<file path="src/rtl/instmem_ctrl_pkg.sv">
// ============================================================================
//  Module      : instmem_ctrl_pkg
//  Description : Shared state encoding and default widths for instmem_ctrl.
//  Revision    : 1.0 - initial release
// ============================================================================
`default_nettype none

`ifndef WORD_SIZE
`define WORD_SIZE 32
`endif
`ifndef BLOCK_SIZE
`define BLOCK_SIZE 128
`endif

package instmem_ctrl_pkg;

    localparam int unsigned DEF_ADDR_W      = `WORD_SIZE;
    localparam int unsigned DEF_BLOCK_W     = `BLOCK_SIZE;
    localparam int unsigned DEF_ALIGN_SHIFT = 7;
    localparam int unsigned DEF_MEM_LAT     = 1;

    typedef enum logic [2:0] {
        ST_IDLE     = 3'd0,
        ST_WR_ISSUE = 3'd1,
        ST_RD_ISSUE = 3'd2,
        ST_RD_WAIT  = 3'd3,
        ST_RESP     = 3'd4
    } state_t;

endpackage

`default_nettype wire

</file>
<file path="src/rtl/instmem_ctrl_if.sv">
// ============================================================================
//  Module      : instmem_ctrl_if
//  Description : Read/write requester handshake bundle for instmem_ctrl.
//  Revision    : 1.0 - initial release
// ============================================================================
`default_nettype none

interface instmem_ctrl_if #(
    parameter int unsigned ADDR_W  = 32,
    parameter int unsigned BLOCK_W = 128
);
    logic               rd_req;
    logic [ADDR_W-1:0]  rd_addr;
    logic               rd_ack;
    logic [BLOCK_W-1:0] rd_data;
    logic               wr_req;
    logic [ADDR_W-1:0]  wr_addr;
    logic [BLOCK_W-1:0] wr_data;
    logic               wr_ack;

    modport master (
        output rd_req, rd_addr, wr_req, wr_addr, wr_data,
        input  rd_ack, rd_data, wr_ack
    );

    modport slave (
        input  rd_req, rd_addr, wr_req, wr_addr, wr_data,
        output rd_ack, rd_data, wr_ack
    );
endinterface

`default_nettype wire

</file>
<file path="src/rtl/instmem_prefetch_buf.sv">
// ============================================================================
//  Module      : instmem_prefetch_buf
//  Description : One-entry next-block buffer with tag compare for instmem_ctrl.
//  Revision    : 1.0 - initial release
// ============================================================================
`default_nettype none

module instmem_prefetch_buf #(
    parameter int unsigned ADDR_W  = 32,
    parameter int unsigned BLOCK_W = 128
) (
    input  logic               clk,
    input  logic               rst_n,
    input  logic               fill,
    input  logic               inval,
    input  logic [ADDR_W-1:0]  fill_tag,
    input  logic [BLOCK_W-1:0] fill_data,
    input  logic [ADDR_W-1:0]  lookup_addr,
    output logic               hit,
    output logic [BLOCK_W-1:0] data
);
    logic               r_valid;
    logic [ADDR_W-1:0]  r_tag;
    logic [BLOCK_W-1:0] r_data;

    // Invalidation wins: a write must never leave stale code visible.
    always_ff @(posedge clk or negedge rst_n) begin
        if (!rst_n) begin
            r_valid <= 1'b0;
            r_tag   <= '0;
            r_data  <= '0;
        end else if (inval) begin
            r_valid <= 1'b0;
        end else if (fill) begin
            r_valid <= 1'b1;
            r_tag   <= fill_tag;
            r_data  <= fill_data;
        end
    end

    assign hit  = r_valid && (r_tag == lookup_addr);
    assign data = r_data;

endmodule

`default_nettype wire

</file>
<file path="src/rtl/instmem_ctrl.sv">
// ============================================================================
//  Module      : instmem_ctrl
//  Description : Read/write arbiter and access sequencer for the instruction
//                memory port. Optional next-block prefetch buffer enabled by
//                INSTMEM_CTRL_PREFETCH_EN.
//  Revision    : 1.0 - initial release
// ============================================================================
`default_nettype none

module instmem_ctrl
    import instmem_ctrl_pkg::*;
#(
    parameter int unsigned ADDR_W      = DEF_ADDR_W,
    parameter int unsigned BLOCK_W     = DEF_BLOCK_W,
    parameter int unsigned ALIGN_SHIFT = DEF_ALIGN_SHIFT,
    parameter int unsigned MEM_LAT     = DEF_MEM_LAT
) (
    input  logic               clk,
    input  logic               rst_n,
    instmem_ctrl_if.slave      bus,
    output logic [ADDR_W-1:0]  mem_addr,
    output logic               mem_readable,
    output logic               mem_writable,
    output logic [BLOCK_W-1:0] mem_write,
    input  logic [BLOCK_W-1:0] mem_out1,
    input  logic [BLOCK_W-1:0] mem_out2,
    output logic               busy
);
    localparam logic [ADDR_W-1:0] c_align_mask =
        ~ADDR_W'((64'd1 << ALIGN_SHIFT) - 64'd1);
    localparam logic [ADDR_W-1:0] c_blk_bytes = ADDR_W'(BLOCK_W / 8);

    state_t             r_state, w_state_nxt;
    logic               r_last_rd;
    logic               r_pf_sel;
    logic [2:0]         r_wait_cnt;
    logic               r_rd_ack, r_wr_ack;
    logic [ADDR_W-1:0]  r_mem_addr;
    logic [BLOCK_W-1:0] r_mem_write, r_rd_data;

    logic               w_rd_ok, w_wr_ok, w_grant_wr, w_grant_rd;
    logic [ADDR_W-1:0]  w_rd_aligned;
    logic               w_pf_hit;
    logic [BLOCK_W-1:0] w_pf_data;

    // A requester still holds req during its own ack cycle; mask it so the
    // same request is not granted twice.
    assign w_rd_ok      = bus.rd_req & ~r_rd_ack;
    assign w_wr_ok      = bus.wr_req & ~r_wr_ack;
    assign w_grant_wr   = w_wr_ok & (~w_rd_ok | r_last_rd);
    assign w_grant_rd   = w_rd_ok & ~w_grant_wr;
    assign w_rd_aligned = bus.rd_addr & c_align_mask;

`ifdef INSTMEM_CTRL_PREFETCH_EN
    instmem_prefetch_buf #(
        .ADDR_W  (ADDR_W),
        .BLOCK_W (BLOCK_W)
    ) u_pf_buf (
        .clk         (clk),
        .rst_n       (rst_n),
        .fill        ((r_state == ST_RESP) && !r_pf_sel),
        .inval       (r_state == ST_WR_ISSUE),
        .fill_tag    (r_mem_addr + c_blk_bytes),
        .fill_data   (mem_out2),
        .lookup_addr (w_rd_aligned),
        .hit         (w_pf_hit),
        .data        (w_pf_data)
    );
`else
    logic w_unused_pf;
    assign w_unused_pf = ^mem_out2;
    assign w_pf_hit    = 1'b0;
    assign w_pf_data   = '0;
`endif

    always_ff @(posedge clk or negedge rst_n) begin
        if (!rst_n) r_state <= ST_IDLE;
        else        r_state <= w_state_nxt;
    end

    always_comb begin
        w_state_nxt  = r_state;
        mem_readable = 1'b0;
        mem_writable = 1'b0;
        busy         = 1'b1;
        case (r_state)
            ST_IDLE: begin
                busy = 1'b0;
                if (w_grant_wr)      w_state_nxt = ST_WR_ISSUE;
                else if (w_grant_rd) w_state_nxt = w_pf_hit ? ST_RESP : ST_RD_ISSUE;
            end
            ST_WR_ISSUE: begin
                mem_writable = 1'b1;
                w_state_nxt  = ST_IDLE;
            end
            ST_RD_ISSUE: begin
                mem_readable = 1'b1;
                w_state_nxt  = (MEM_LAT == 1) ? ST_RESP : ST_RD_WAIT;
            end
            ST_RD_WAIT: begin
                if (r_wait_cnt == 3'd1) w_state_nxt = ST_RESP;
            end
            ST_RESP:  w_state_nxt = ST_IDLE;
            default:  w_state_nxt = ST_IDLE;
        endcase
    end

    // Acks are registered so they land in the cycle after WR_ISSUE / RESP.
    always_ff @(posedge clk or negedge rst_n) begin
        if (!rst_n) begin
            r_last_rd   <= 1'b1;
            r_pf_sel    <= 1'b0;
            r_wait_cnt  <= 3'd0;
            r_rd_ack    <= 1'b0;
            r_wr_ack    <= 1'b0;
            r_mem_addr  <= '0;
            r_mem_write <= '0;
            r_rd_data   <= '0;
        end else begin
            r_rd_ack <= (r_state == ST_RESP);
            r_wr_ack <= (r_state == ST_WR_ISSUE);
            if (r_state == ST_IDLE && w_grant_wr) begin
                r_last_rd   <= 1'b0;
                r_mem_addr  <= bus.wr_addr & c_align_mask;
                r_mem_write <= bus.wr_data;
            end else if (r_state == ST_IDLE && w_grant_rd) begin
                r_last_rd <= 1'b1;
                r_pf_sel  <= w_pf_hit;
                if (!w_pf_hit) r_mem_addr <= w_rd_aligned;
            end
            if (r_state == ST_RD_ISSUE)     r_wait_cnt <= 3'(MEM_LAT - 1);
            else if (r_state == ST_RD_WAIT) r_wait_cnt <= r_wait_cnt - 3'd1;
            if (r_state == ST_RESP) r_rd_data <= r_pf_sel ? w_pf_data : mem_out1;
        end
    end

    assign bus.rd_ack  = r_rd_ack;
    assign bus.wr_ack  = r_wr_ack;
    assign bus.rd_data = r_rd_data;
    assign mem_addr    = r_mem_addr;
    assign mem_write   = r_mem_write;

endmodule

`default_nettype wire

</file>
<file path="src/flat_wrapper.sv">
// flat-port wrapper written by rule: the top's interface ports become plain ports
module instmem_ctrl_flat import instmem_ctrl_pkg::*;
#(
    parameter int unsigned ADDR_W      = DEF_ADDR_W,
    parameter int unsigned BLOCK_W     = DEF_BLOCK_W,
    parameter int unsigned ALIGN_SHIFT = DEF_ALIGN_SHIFT,
    parameter int unsigned MEM_LAT     = DEF_MEM_LAT
)
  (clk, rst_n, mem_addr, mem_readable, mem_writable, mem_write, mem_out1, mem_out2, busy, bus_rd_req, bus_rd_addr, bus_wr_req, bus_wr_addr, bus_wr_data, bus_rd_ack, bus_rd_data, bus_wr_ack);
  instmem_ctrl_if #(.ADDR_W(ADDR_W), .BLOCK_W(BLOCK_W)) bus_i ();
  input  logic clk;
  input  logic rst_n;
  output logic [ADDR_W-1:0] mem_addr;
  output logic mem_readable;
  output logic mem_writable;
  output logic [BLOCK_W-1:0] mem_write;
  input  logic [BLOCK_W-1:0] mem_out1;
  input  logic [BLOCK_W-1:0] mem_out2;
  output logic busy;
  input wire logic [$bits(bus_i.rd_req)-1:0] bus_rd_req;
  input wire logic [$bits(bus_i.rd_addr)-1:0] bus_rd_addr;
  input wire logic [$bits(bus_i.wr_req)-1:0] bus_wr_req;
  input wire logic [$bits(bus_i.wr_addr)-1:0] bus_wr_addr;
  input wire logic [$bits(bus_i.wr_data)-1:0] bus_wr_data;
  output wire logic [$bits(bus_i.rd_ack)-1:0] bus_rd_ack;
  output wire logic [$bits(bus_i.rd_data)-1:0] bus_rd_data;
  output wire logic [$bits(bus_i.wr_ack)-1:0] bus_wr_ack;
  assign bus_i.rd_req = bus_rd_req;
  assign bus_i.rd_addr = bus_rd_addr;
  assign bus_i.wr_req = bus_wr_req;
  assign bus_i.wr_addr = bus_wr_addr;
  assign bus_i.wr_data = bus_wr_data;
  assign bus_rd_ack = bus_i.rd_ack;
  assign bus_rd_data = bus_i.rd_data;
  assign bus_wr_ack = bus_i.wr_ack;
  instmem_ctrl #(.ADDR_W(ADDR_W), .BLOCK_W(BLOCK_W), .ALIGN_SHIFT(ALIGN_SHIFT), .MEM_LAT(MEM_LAT)) u_core (.clk(clk), .rst_n(rst_n), .bus(bus_i), .mem_addr(mem_addr), .mem_readable(mem_readable), .mem_writable(mem_writable), .mem_write(mem_write), .mem_out1(mem_out1), .mem_out2(mem_out2), .busy(busy));
endmodule
</file>
<file path="config.mk">
export PLATFORM = sky130hd
export DESIGN_NAME = instmem_ctrl_flat
export DESIGN_NICKNAME = d
export VERILOG_FILES = /design/src/rtl/instmem_ctrl_pkg.sv /design/src/rtl/instmem_ctrl_if.sv /design/src/rtl/instmem_prefetch_buf.sv /design/src/rtl/instmem_ctrl.sv /design/src/flat_wrapper.sv
export SDC_FILE = /design/constraint.sdc
export NUM_CORES = 1
export LEC_CHECK = 0
export CAP_MARGIN = 20
export CORE_AREA = 8 8 284 286
export CTS_CLUSTER_DIAMETER = 60
export DETAILED_ROUTE_END_ITERATION = 12
export DIE_AREA = 0 0 292 294
export SYNTH_ARGS = -nofsm -noshare
export SYNTH_HDL_FRONTEND = slang
export SYNTH_SLANG_ARGS = --single-unit
</file>
<file path="constraint.sdc">
create_clock -name clk -period 3.5 [get_ports clk]
set_clock_uncertainty 0.2 [all_clocks]
set_input_delay 0.7 -clock clk [delete_from_list [all_inputs] [get_ports clk]]
set_output_delay 0.7 -clock clk [all_outputs]
set_load 0.03 [all_outputs]
</file>
# Word level (Yosys, flattened, before mapping)
# Cells that the tools add are included.
dict set report word_totals {
  regBits 297
  output_inout_bits 293
  elab_cells 44
}
dict set report op_classes {
  add_sub_neg 1
  eq_ne 7
  mux 13
  n_bitwise 9
  n_reduce_logical 6
}
# operator count
set ops {}
lappend ops {{32-bit 2-to-1 mux} 2}
lappend ops {{3-bit 2-to-1 mux} 5}
lappend ops {{3-bit one-hot mux with 3 select lines} 1}
lappend ops {{3-bit by 1-bit == test with 1-bit output, second input constant} 2}
lappend ops {{3-bit by 2-bit == test with 1-bit output, second input constant} 2}
lappend ops {{1-bit 2-to-1 mux} 5}
lappend ops {{1-bit AND} 4}
lappend ops {{1-bit inverter} 4}
lappend ops {{2-bit nonzero test} 2}
lappend ops {{3-bit == test, second input constant} 1}
lappend ops {{3-bit logical NOT} 1}
lappend ops {{3-bit by 1-bit inequality test with 1-bit output, second input constant} 1}
lappend ops {{3-bit by 1-bit subtractor with 3-bit output, second input constant} 1}
lappend ops {{1-bit logical AND} 2}
lappend ops {{2-bit by 1-bit inequality test with 1-bit output, second input constant} 1}
lappend ops {{2-bit AND reduction} 1}
lappend ops {{1-bit OR} 1}

# Depth between registers and ports, before layout
# Gate-level depths: netlist (run 1).
dict set report depth {
  ltp_word 10
  depth_mapped 7
}

# Worst setup path before layout (run 1)
# Ideal clock, no wire load.
dict set report synth_timing {
  path_type {register to register}
  start {reg u_core.r_state[0]}
  end {reg u_core.r_mem_write[100] (netlist: u_core.mem_write[100])}
  setup_time_ns 0.125
  arrival_time_ns 1.876
  slack_ns 1.299
  stages_incl_launch_ff 8
  path_buffers 4
  synth_period_minus_slack_ns 2.201
  path_cell_list {dfrtp_1 -> buf_6 -> or3_4 -> buf_6 -> nor3_4 -> buf_12 -> buf_12 -> mux2_4}
}
dict set report synth_via {
  elab_chain_len 2
}
# element line
set synth_lines {}
lappend synth_lines {{start, declared} instmem_ctrl.sv:33} ;# state_t r_state, w_state_nxt;
lappend synth_lines {{start signal, assigned} instmem_ctrl.sv:78} ;# else r_state <= w_state_nxt;
lappend synth_lines {{3-bit logical NOT} instmem_ctrl.sv:122} ;# if (r_state == ST_IDLE && w_grant_wr) begin
lappend synth_lines {{1-bit logical AND} instmem_ctrl.sv:122}
lappend synth_lines {{end signal, assigned} instmem_ctrl.sv:125} ;# r_mem_write <= bus.wr_data;
lappend synth_lines {{end, declared} instmem_ctrl.sv:39} ;# logic [BLOCK_W-1:0] r_mem_write, r_rd_data;
# No other way between the ends.
# A chain may end at the register's enable or synchronous reset.

# Worst setup path after layout (run 1)
dict set report layout_timing {
  start {reg u_core.r_state[0]}
  end {out mem_writable}
}
dict set report layout_via {
  elab_chain_len 2
}
# element line
set layout_lines {}
lappend layout_lines {{3-bit by 1-bit == test with 1-bit output} instmem_ctrl.sv:86} ;# case (r_state)
lappend layout_lines {{1-bit 2-to-1 mux} instmem_ctrl.sv:86}
lappend layout_lines {{end, declared} flat_wrapper.sv:15} ;# output logic mem_writable;
# No other way between the ends.

==> results.json, run 1 <==
{
  "status": "finished, final reports clean",
  "cpPeakStageDelay_ns": 0.89,
  "root_buffer": "clkbuf_16",
  "hold_viol": 0,
  "holdCritStartpoint": "u_core.mem_write[124]",
  "die_y_um": 294,
  "first_pass_iters": 7,
  "cts.htree.levels": 2,
  "drv_cap": 0,
  "final_cell_mix": "clkdlybuf4s50_1 (594), dfrtp_1 (289), mux2_2 (133)",
  "r2r_setup_slack_ns": 0.96,
  "hp-class": "reg -> reg",
  "post-route-period-util_pct": 92.25,
  "avgSynthCellArea_sq_um": 16.23,
  "clock-sinks": 290,
  "pre_cts_slack_ns": 0.5231,
  "grt_pass1_wl_um": 61310,
  "worstSkewPairLatency_ns": 0.53,
  "synth_cells": 723,
  "netlist_area_sq_um": 11740,
  "dpl.cell_count": 2294,
  "worst_slack_ns": 0.2714,
  "setup_viol_count_final": 0,
  "n_fill_cell": 7785,
  "io_buffers": 595,
  "synthTopCellsByArea": "dfrtp_1 (62%), mux2_4 (13%), mux2_2 (13%)",
  "ir_drop_mv": 0.5996,
  "slew_violations": 0,
  "yosysSeqAreaShare_pct": 61.85,
  "io_pins": 745,
  "gp_congestion": 0.7821,
  "cp.arrival_ns": 2.33,
  "p_leak_nw": 8.480,
  "power_density_nw_per_um2": 1073,
  "multiInputGateArea_sq_um": 3774,
  "yosys_warnings": 0,
  "rsz0062_at_grt": "false",
  "fmax_mhz": 309.7,
  "r2r-end": "u_core.mem_write[84]",
  "hold_end": "u_core.mem_write[124]",
  "wl_per_cell_um": 17.43,
  "reg2reg_depth": 5,
  "grt_overflow": 0,
  "crit_path_end_kind": "primary output",
  "grt_pass1_vias": 9699,
  "cts_tree": "done",
  "path_cells": "nor3b_1 > clkdlybuf4s50_1",
  "yosys.area.top_type": "dfrtp_1",
  "dpl.hpwl_um": 32050,
  "crit_required_ns": 2.60,
  "slew_headroom_pct": 41.11,
  "cts_buffers": 39,
  "final_nets": 1802,
  "totalNegativeSetupSlack_ns": 0,
  "grt_usage_pct": 9.131,
  "ctsResizeCount": 0,
  "reg2reg_from": "u_core.r_state[0]",
  "crit_type": "reg -> out",
  "antenna_left": 0,
  "drtIter0Drc": 264,
  "antenna_found_initial": 3,
  "insertedDiodeCount": 0,
  "final.min_clock_period_ns": 3.229,
  "hold_depth": 1,
  "drc": 0,
  "fin_cells": 2364,
  "final_common_cell": "clkdlybuf4s50_1",
  "worst_pin_slew_ns": 0.8834,
  "startpoint_type": "register",
  "clock_path_buffers": 3,
  "vias_per_cell": 3.511,
  "clkSlewWorstSetupHoldPaths_ns": 0.05,
  "start_util_pct": 15.35,
  "chipWidth_um": 292,
  "syn_to_final_growth_pct": 71.93,
  "synth_top_area_share_pct": 61.63,
  "drive_gt1_share_pct": 24.20,
  "regArea_sq_um": 7258,
  "num_vias": 8301,
  "grt_max_degree": 129,
  "dieArea_sq_um": 85850,
  "core_sq_um": 76450,
  "rows": 102,
  "path_max_fanout": 10,
  "ys_ff_latch": 290,
  "synth.distinct_cells": 29,
  "wl_um": 41210,
  "slowest_stage": "clkdlybuf4s50_1"
}
==> worst max path at each step <==
stage / from / endpoint / slack (ns)
2_1_floorplan: u_core.r_state[0] / u_core.mem_write[100] / 1.30
3_3_place_gp: bus_wr_req / u_core.mem_write[86] / 0.58
3_5_place_dp: bus_wr_req / u_core.mem_write[78] / 0.52
4_1_cts: u_core.r_state[0] / mem_writable / 0.20
5_1_grt: u_core.r_state[0] / mem_writable / 0.18
6_report: u_core.r_state[0] / mem_writable / 0.27
==> state kept, by name, summed over array words and instances, names as in the netlist <==
signal,count
u_core.bus.rd_ack,1
u_core.bus.rd_data,128
u_core.bus.wr_ack,1
u_core.mem_addr,25
u_core.mem_write,128
u_core.r_last_rd,1
u_core.r_state,3
u_core.r_wait_cnt,3
==> worst max-delay path, delay by kind of cell (launching register included) <==
family                 cells  cell delay, ns
buffers and inverters      1            0.89
flip-flops                 1            0.52
AND/OR/NAND/NOR            1            0.38
==> layer usage <==
metal,global-route usage [%],share of wire [%]
met4,2.659,2.4
met1,9.943,38
met2,15.79,49
met5,0,0.066
met3,4.291,11
==> what timing repair did <==
action,CTS,global route
hold buffers,1,0
setup buffers,0,0
endpoints found under the hold margin,18,0
==> synthesized netlist by cell type (all sizes together) <==
| library cell | instances |
|---|---|
| mux2 | 256 |
| dfstp | 1 |
| nor2b | 1 |
| clkbuf | 4 |
| nand3b | 1 |
| a222oi | 25 |
| a22o | 1 |
| or3 | 1 |
| a21oi | 1 |
| nor3b | 3 |
| dfrtp | 289 |
| a21o | 1 |
| buf | 40 |
| nor3 | 1 |
| nand2b | 6 |
| a31o | 2 |
| inv | 78 |
| o21ai | 3 |
| a311oi | 1 |
| nor2 | 2 |
| nand2 | 2 |
| ha | 2 |
| conb | 1 |
| o21ba | 1 |
==> cells by family (layout without fill, tap and decap cells) <==
family	after synthesis	after routing	synth area share [%]
and+or+nand+nor	17	17	0.9917
AOI/OAI and AO/OA	35	35	2.921
other	1	7	0.03196
adders and majority gates	2	2	0.2132
DFF	290	290	61.85
buffers and inverters	122	769	6.227
muxes	256	256	27.76
==> stage by stage <==
step	power [mW]	instance area (sq um)	hold WS, ns	util (%)
global placement	17.47	18800	0.2693	24.60
detailed placement	17.68	18800	0.2738	24.60
CTS	22.02	20180	0.2863	26.39
floorplan	12.84	11760	0.2044	-
global route	22.72	20180	0.3014	26.39
finish	21.66	20180	0.2814	26.39
==> cell type report <==
| cell class | instances | share of cell area [%] |
|---|---|---|
| clock buffers | 54 | 5.674 |
| clock inverters | 15 | 1.073 |
| inverters | 78 | 1.451 |
| multi-input cells | 317 | 18.70 |
| flip-flops and latches | 290 | 35.98 |
| well taps | 988 | 6.127 |
| repair buffers | 622 | 31.00 |
==> power breakdown <==
group | internal, mW | switching, mW
registers | 5.10 | 0.995
logic | 5.46 | 5.96
clock network | 2.60 | 1.54
No activity file was read; power rests on OpenSTA's default activity.
==> run 2, diff against run 1 <==
--- a/config.mk
+++ b/config.mk
@@ -6,10 +6,10 @@
 export NUM_CORES = 1
 export LEC_CHECK = 0
 export CAP_MARGIN = 20
-export CORE_AREA = 8 8 284 286
+export CORE_AREA = 2 2 287 289
 export CTS_CLUSTER_DIAMETER = 60
 export DETAILED_ROUTE_END_ITERATION = 12
-export DIE_AREA = 0 0 292 294
+export DIE_AREA = 0 0 289 291
 export SYNTH_ARGS = -nofsm -noshare
 export SYNTH_HDL_FRONTEND = slang
 export SYNTH_SLANG_ARGS = --single-unit
==> results.json, run 2 (synthesis results as in run 1) <==
{
  "gp_congestion": 0.7725,
  "slowest_stage": "clkdlybuf4s50_1",
  "drive_gt1_share_pct": 23.87,
  "dpl.hpwl_um": 27580,
  "cp_top_family": "buffers and inverters",
  "syn_to_final_growth_pct": 72.10,
  "clock_path_buffers": 3,
  "crit_required_ns": 2.60,
  "clock-sinks": 290,
  "startpoint_type": "register",
  "worstSkewPairLatency_ns": 0.53,
  "dieArea_sq_um": 84100,
  "grt_max_degree": 126,
  "final_nets": 1795,
  "io_buffers": 595,
  "wl_um": 37010,
  "insertedDiodeCount": 0,
  "hp-class": "reg -> reg",
  "post-route-period-util_pct": 87.94,
  "start_util_pct": 14.45,
  "dpl-instance-area_sq_um": 18850,
  "grt_use_met3_pct": 3.660,
  "cp.arrival_ns": 2.18,
  "wl_per_cell_um": 15.17,
  "hold_viol": 0,
  "crit_type": "reg -> out",
  "drtIter0Drc": 309,
  "drv_cap": 0,
  "final_common_cell": "clkdlybuf4s50_1",
  "antenna_left": 0,
  "final_cell_mix": "clkdlybuf4s50_1 (594), dfrtp_1 (289), mux2_2 (133)",
  "first_pass_iters": 7,
  "root_buffer": "clkbuf_16",
  "slew_violations": 0,
  "vias_per_cell": 3.367,
  "clkSlewWorstSetupHoldPaths_ns": 0.06,
  "ir_drop_mv": 0.5036,
  "cts.htree.levels": 2,
  "status": "finished, final reports clean",
  "dpl.cell_count": 2369,
  "fin_cells": 2440,
  "cts_buffers": 39,
  "hold-worst-slack_ns": 0.2822,
  "final.min_clock_period_ns": 3.078,
  "grt_usage_pct": 8.420,
  "rows": 105,
  "fin_util_pct": 24.87,
  "grt_pass1_wl_um": 55020,
  "antenna_found_initial": 0,
  "cts_tree": "done",
  "path_max_fanout": 10,
  "gr-max-usage-layer": "met2",
  "setup_viol_count_final": 0,
  "design_area_sq_um": 20200,
  "path_cells": "nor3b_1 > clkdlybuf4s50_1",
  "drc": 0,
  "worst_pin_slew_ns": 0.8343,
  "n_fill_cell": 8386,
  "fmax_mhz": 324.9,
  "die_y_um": 291,
  "grt_use_met2_pct": 14.98,
  "crit_path_end_kind": "primary output",
  "chipWidth_um": 289,
  "grt_pass1_vias": 9196,
  "core_sq_um": 81190,
  "critPathBufInv": 1,
  "io_pins": 745,
  "use_met1_pct": 8.703,
  "num_vias": 8216,
  "grt_overflow": 0,
  "totalNegativeSetupSlack_ns": 0,
  "cpPeakStageDelay_ns": 0.82,
  "p_leak_nw": 8.436,
  "slew_headroom_pct": 44.38,
  "rsz0062_at_grt": "false",
  "power_density_nw_per_um2": 1061
}
==> run 2: changes by cell type in the layout (fill, tap and decap cells not counted) <==
cell,previous run,this run
clkinv_2,2,6
clkinv_4,2,1
clkbuf_16,41,40
clkbuf_8,7,5
clkinv_8,0,1
buf_4,19,12
inv_8,4,2
inv_6,1,3
==> run 2: cell type report <==
class	instances	area [sq um]	area share [%]
flip-flops and latches	290	7258	35.94
multi-input cells	317	3774	18.69
well taps	1070	1339	6.629
clock buffers	51	1092	5.409
clock inverters	19	239.0	1.183
inverters	78	292.8	1.450
repair buffers	615	6201	30.70
==> run 2: power by group <==
group / switching [mW] / internal, mW / total (mW)
Sequential: 0.983 / 5.10 / 6.08
Combinational: 5.84 / 5.44 / 11.3
Clock: 1.56 / 2.52 / 4.08
==> run 2: worst paths after layout <==
path / start / to / slack, ns / depth (start not counted)
max reg2reg: u_core.r_state[0] / u_core.mem_write[56] / 1.01 / 5
max: u_core.r_state[0] / mem_writable / 0.42 / 2
max in group asynchronous: rst_n / u_core.mem_write[13] / 1.71 / 3
min: u_core.mem_write[111] / u_core.mem_write[111] / 0.28 / 1
min in group asynchronous: rst_n / u_core.mem_write[14] / 0.55 / 2
min reg2reg: u_core.mem_write[111] / u_core.mem_write[111] / 0.28 / 1
==> run 2: timing repair <==
item | in CTS | in global routing
hold buffers | 1 | 0
setup buffers | 0 | 0
hold endpoints to repair | 68 | 0
gates resized for setup | 0 | 0
==> run 2: layer usage <==
| metal | share of wire (%) | up-vias |
|---|---|---|
| met3 | 11 | 66 |
| met4 | 3.2 | 0 |
| met1 | 36 | 4040 |
| li1 | - | 3713 |
| met2 | 50 | 397 |
| met5 | 0 | - |
==> run 2: stage by stage <==
stage | power (mW) | setup slack [ns]
after global placement | 17.32 | 0.5797
after detailed placement | 17.53 | 0.5368
final | 21.44 | 0.4221
after floorplan | 12.84 | 1.299
after CTS | 21.83 | 0.3220
after global routing | 22.56 | 0.2305
==> run 3, diff against run 2 <==
--- a/config.mk
+++ b/config.mk
@@ -6,10 +6,10 @@
 export NUM_CORES = 1
 export LEC_CHECK = 0
 export CAP_MARGIN = 20
-export CORE_AREA = 2 2 287 289
+export CORE_AREA = 2 2 289 291
 export CTS_CLUSTER_DIAMETER = 60
 export DETAILED_ROUTE_END_ITERATION = 12
-export DIE_AREA = 0 0 289 291
+export DIE_AREA = 0 0 291 293
 export SYNTH_ARGS = -nofsm -noshare
 export SYNTH_HDL_FRONTEND = slang
 export SYNTH_SLANG_ARGS = --single-unit
==> constraint.sdc (replaced) <==
create_clock -name clk -period 3.3 [get_ports clk]
set_clock_uncertainty 0.2 [all_clocks]
set_input_delay 0.66 -clock clk [delete_from_list [all_inputs] [get_ports clk]]
set_output_delay 0.66 -clock clk [all_outputs]
set_load 0.03 [all_outputs]
==> results.json, run 3 (synthesis results as in run 1) <==
{
  "reg2reg_depth": 5,
  "drtIter0Drc": 183,
  "crit_path_end_kind": "primary output",
  "clkSlewWorstSetupHoldPaths_ns": 0.06,
  "insertedDiodeCount": 0,
  "slew_headroom_pct": 52.17,
  "grt_usage_pct": 8.460,
  "worst_pin_slew_ns": 0.7175,
  "chipWidth_um": 291,
  "ir_drop_mv": 0.5474,
  "wl_per_cell_um": 15.36,
  "rsz0062_at_grt": "false",
  "seqPwrFrac_pct": 28.4,
  "cp.arrival_ns": 2.19,
  "rows": 105,
  "dieArea_sq_um": 85260,
  "io_buffers": 595,
  "grt_pass1_vias": 9355,
  "power.total_mw": 22.92,
  "n_fill_cell": 8412,
  "core_sq_um": 81850,
  "multiInputGateArea_sq_um": 3774,
  "p_leak_nw": 8.483,
  "path_cells": "nor3b_1 > clkdlybuf4s50_1",
  "final.min_clock_period_ns": 3.051,
  "die_y_um": 293,
  "cpPeakStageDelay_ns": 0.82,
  "hold-worst-slack_ns": 0.2822,
  "worstSkewPairLatency_ns": 0.54,
  "design_area_sq_um": 20290,
  "vias_per_cell": 3.379,
  "grt_max_degree": 107,
  "io_pins": 745,
  "path_max_fanout": 10,
  "wl_um": 37580,
  "cts_setup_buffers": 0,
  "antenna_found_initial": 1,
  "clock-sinks": 290,
  "dpl-instance-area_sq_um": 18920,
  "num_vias": 8266,
  "fmax_mhz": 327.8,
  "hold_viol": 0,
  "drv_cap": 0,
  "drive_gt1_share_pct": 24.27,
  "wl_met3_um": 3710,
  "comb_power_share_pct": 52.4,
  "syn_to_final_growth_pct": 72.88,
  "hold_depth": 1,
  "final_cell_mix": "clkdlybuf4s50_1 (594), dfrtp_1 (289), mux2_2 (133)",
  "first_pass_iters": 8,
  "p_switching_mw": 8.978,
  "crit_required_ns": 2.44,
  "crit_type": "reg -> out",
  "slew_violations": 0,
  "hp-class": "reg -> reg",
  "gp_congestion": 0.7623,
  "antenna_left": 0,
  "cts.htree.levels": 2,
  "clock_path_buffers": 3,
  "totalNegativeSetupSlack_ns": 0,
  "fin_util_pct": 24.79,
  "wl_met1_um": 13640,
  "grt_pass1_wl_um": 56100,
  "start_util_pct": 14.34,
  "power_density_nw_per_um2": 1130,
  "regArea_sq_um": 7258,
  "final_nets": 1802,
  "intPower_mw": 13.94,
  "critPathBufInv": 1,
  "slowest_stage": "clkdlybuf4s50_1",
  "setup_viol_count_final": 0,
  "power_frac_clock_pct": 19.2,
  "cp_top_family": "buffers and inverters",
  "ctsResizeCount": 0,
  "netSwitchingFraction_pct": 39.18,
  "dr.max_layer_used": "met4",
  "dpl.hpwl_um": 28300,
  "post-route-period-util_pct": 92.44,
  "status": "finished, final reports clean",
  "root_buffer": "clkbuf_16",
  "grt_overflow": 0,
  "critical_path_depth": 2,
  "wl_met2_um": 19260,
  "cts_tree": "done",
  "startpoint_type": "register",
  "drc": 0,
  "cts_buffers": 40,
  "final_common_cell": "clkdlybuf4s50_1"
}
[run 3: worst paths after layout]
path	startpoint	to	slack (ns)
worst max-delay path	u_core.r_state[0]	mem_writable	0.25
worst min-delay path	u_core.mem_write[105]	u_core.mem_write[105]	0.28
worst max register to register	u_core.r_state[0]	u_core.mem_write[91]	0.79
worst min register to register	u_core.mem_write[105]	u_core.mem_write[105]	0.28
max in group asynchronous	rst_n	u_core.mem_write[15]	1.53
min in group asynchronous	rst_n	u_core.bus.rd_data[5]	0.46
[run 3: final cells by class]
cell class              instances  area share (%)
multi-input cells             317           18.60
well taps                    1070           6.599
repair buffers                621           30.91
inverters                      78           1.443
clock inverters                18           1.166
clock buffers                  52           5.501
flip-flops and latches        290           35.78
[run 3: routing by layer]
metal / GRT usage, % / vias up
met4: 2.629 / 0
met1: 8.885 / 4038
met2: 15.33 / 429
li1: - / 3742
met5: 0 / -
met3: 3.487 / 57
[run 3: metrics by stage]
stage                     std cells  setup WS (ns)
final                          2446         0.2494
after global placement         2375         0.4718
after floorplan                 729          1.099
after detailed placement       2375         0.4313
after global routing           2446         0.1081
after CTS                      2446         0.1514
[run 3: worst reg2reg max path: cells and delay by family (launching register included)]
family | cells | cell delay [ns]
flops | 1 | 0.49
buf+inv | 2 | 0.60
mux | 1 | 0.34
simple gates | 2 | 0.77
[run 3: timing repair]
action / in CTS / in global routing
hold buffers: 1 / 0
hold endpoints to repair: 58 / 0
endpoints found under the setup margin: 0 / 0
[run 3: power by group through the flow]
stage	Sequential (mW)	Combinational, mW	Clock [mW]
after floorplan	9.88	3.74	0
after global placement	6.49	12.0	0
after detailed placement	6.57	12.1	0
after CTS	6.56	12.2	4.57
after global routing	6.76	12.6	4.72
final	6.51	12.0	4.39
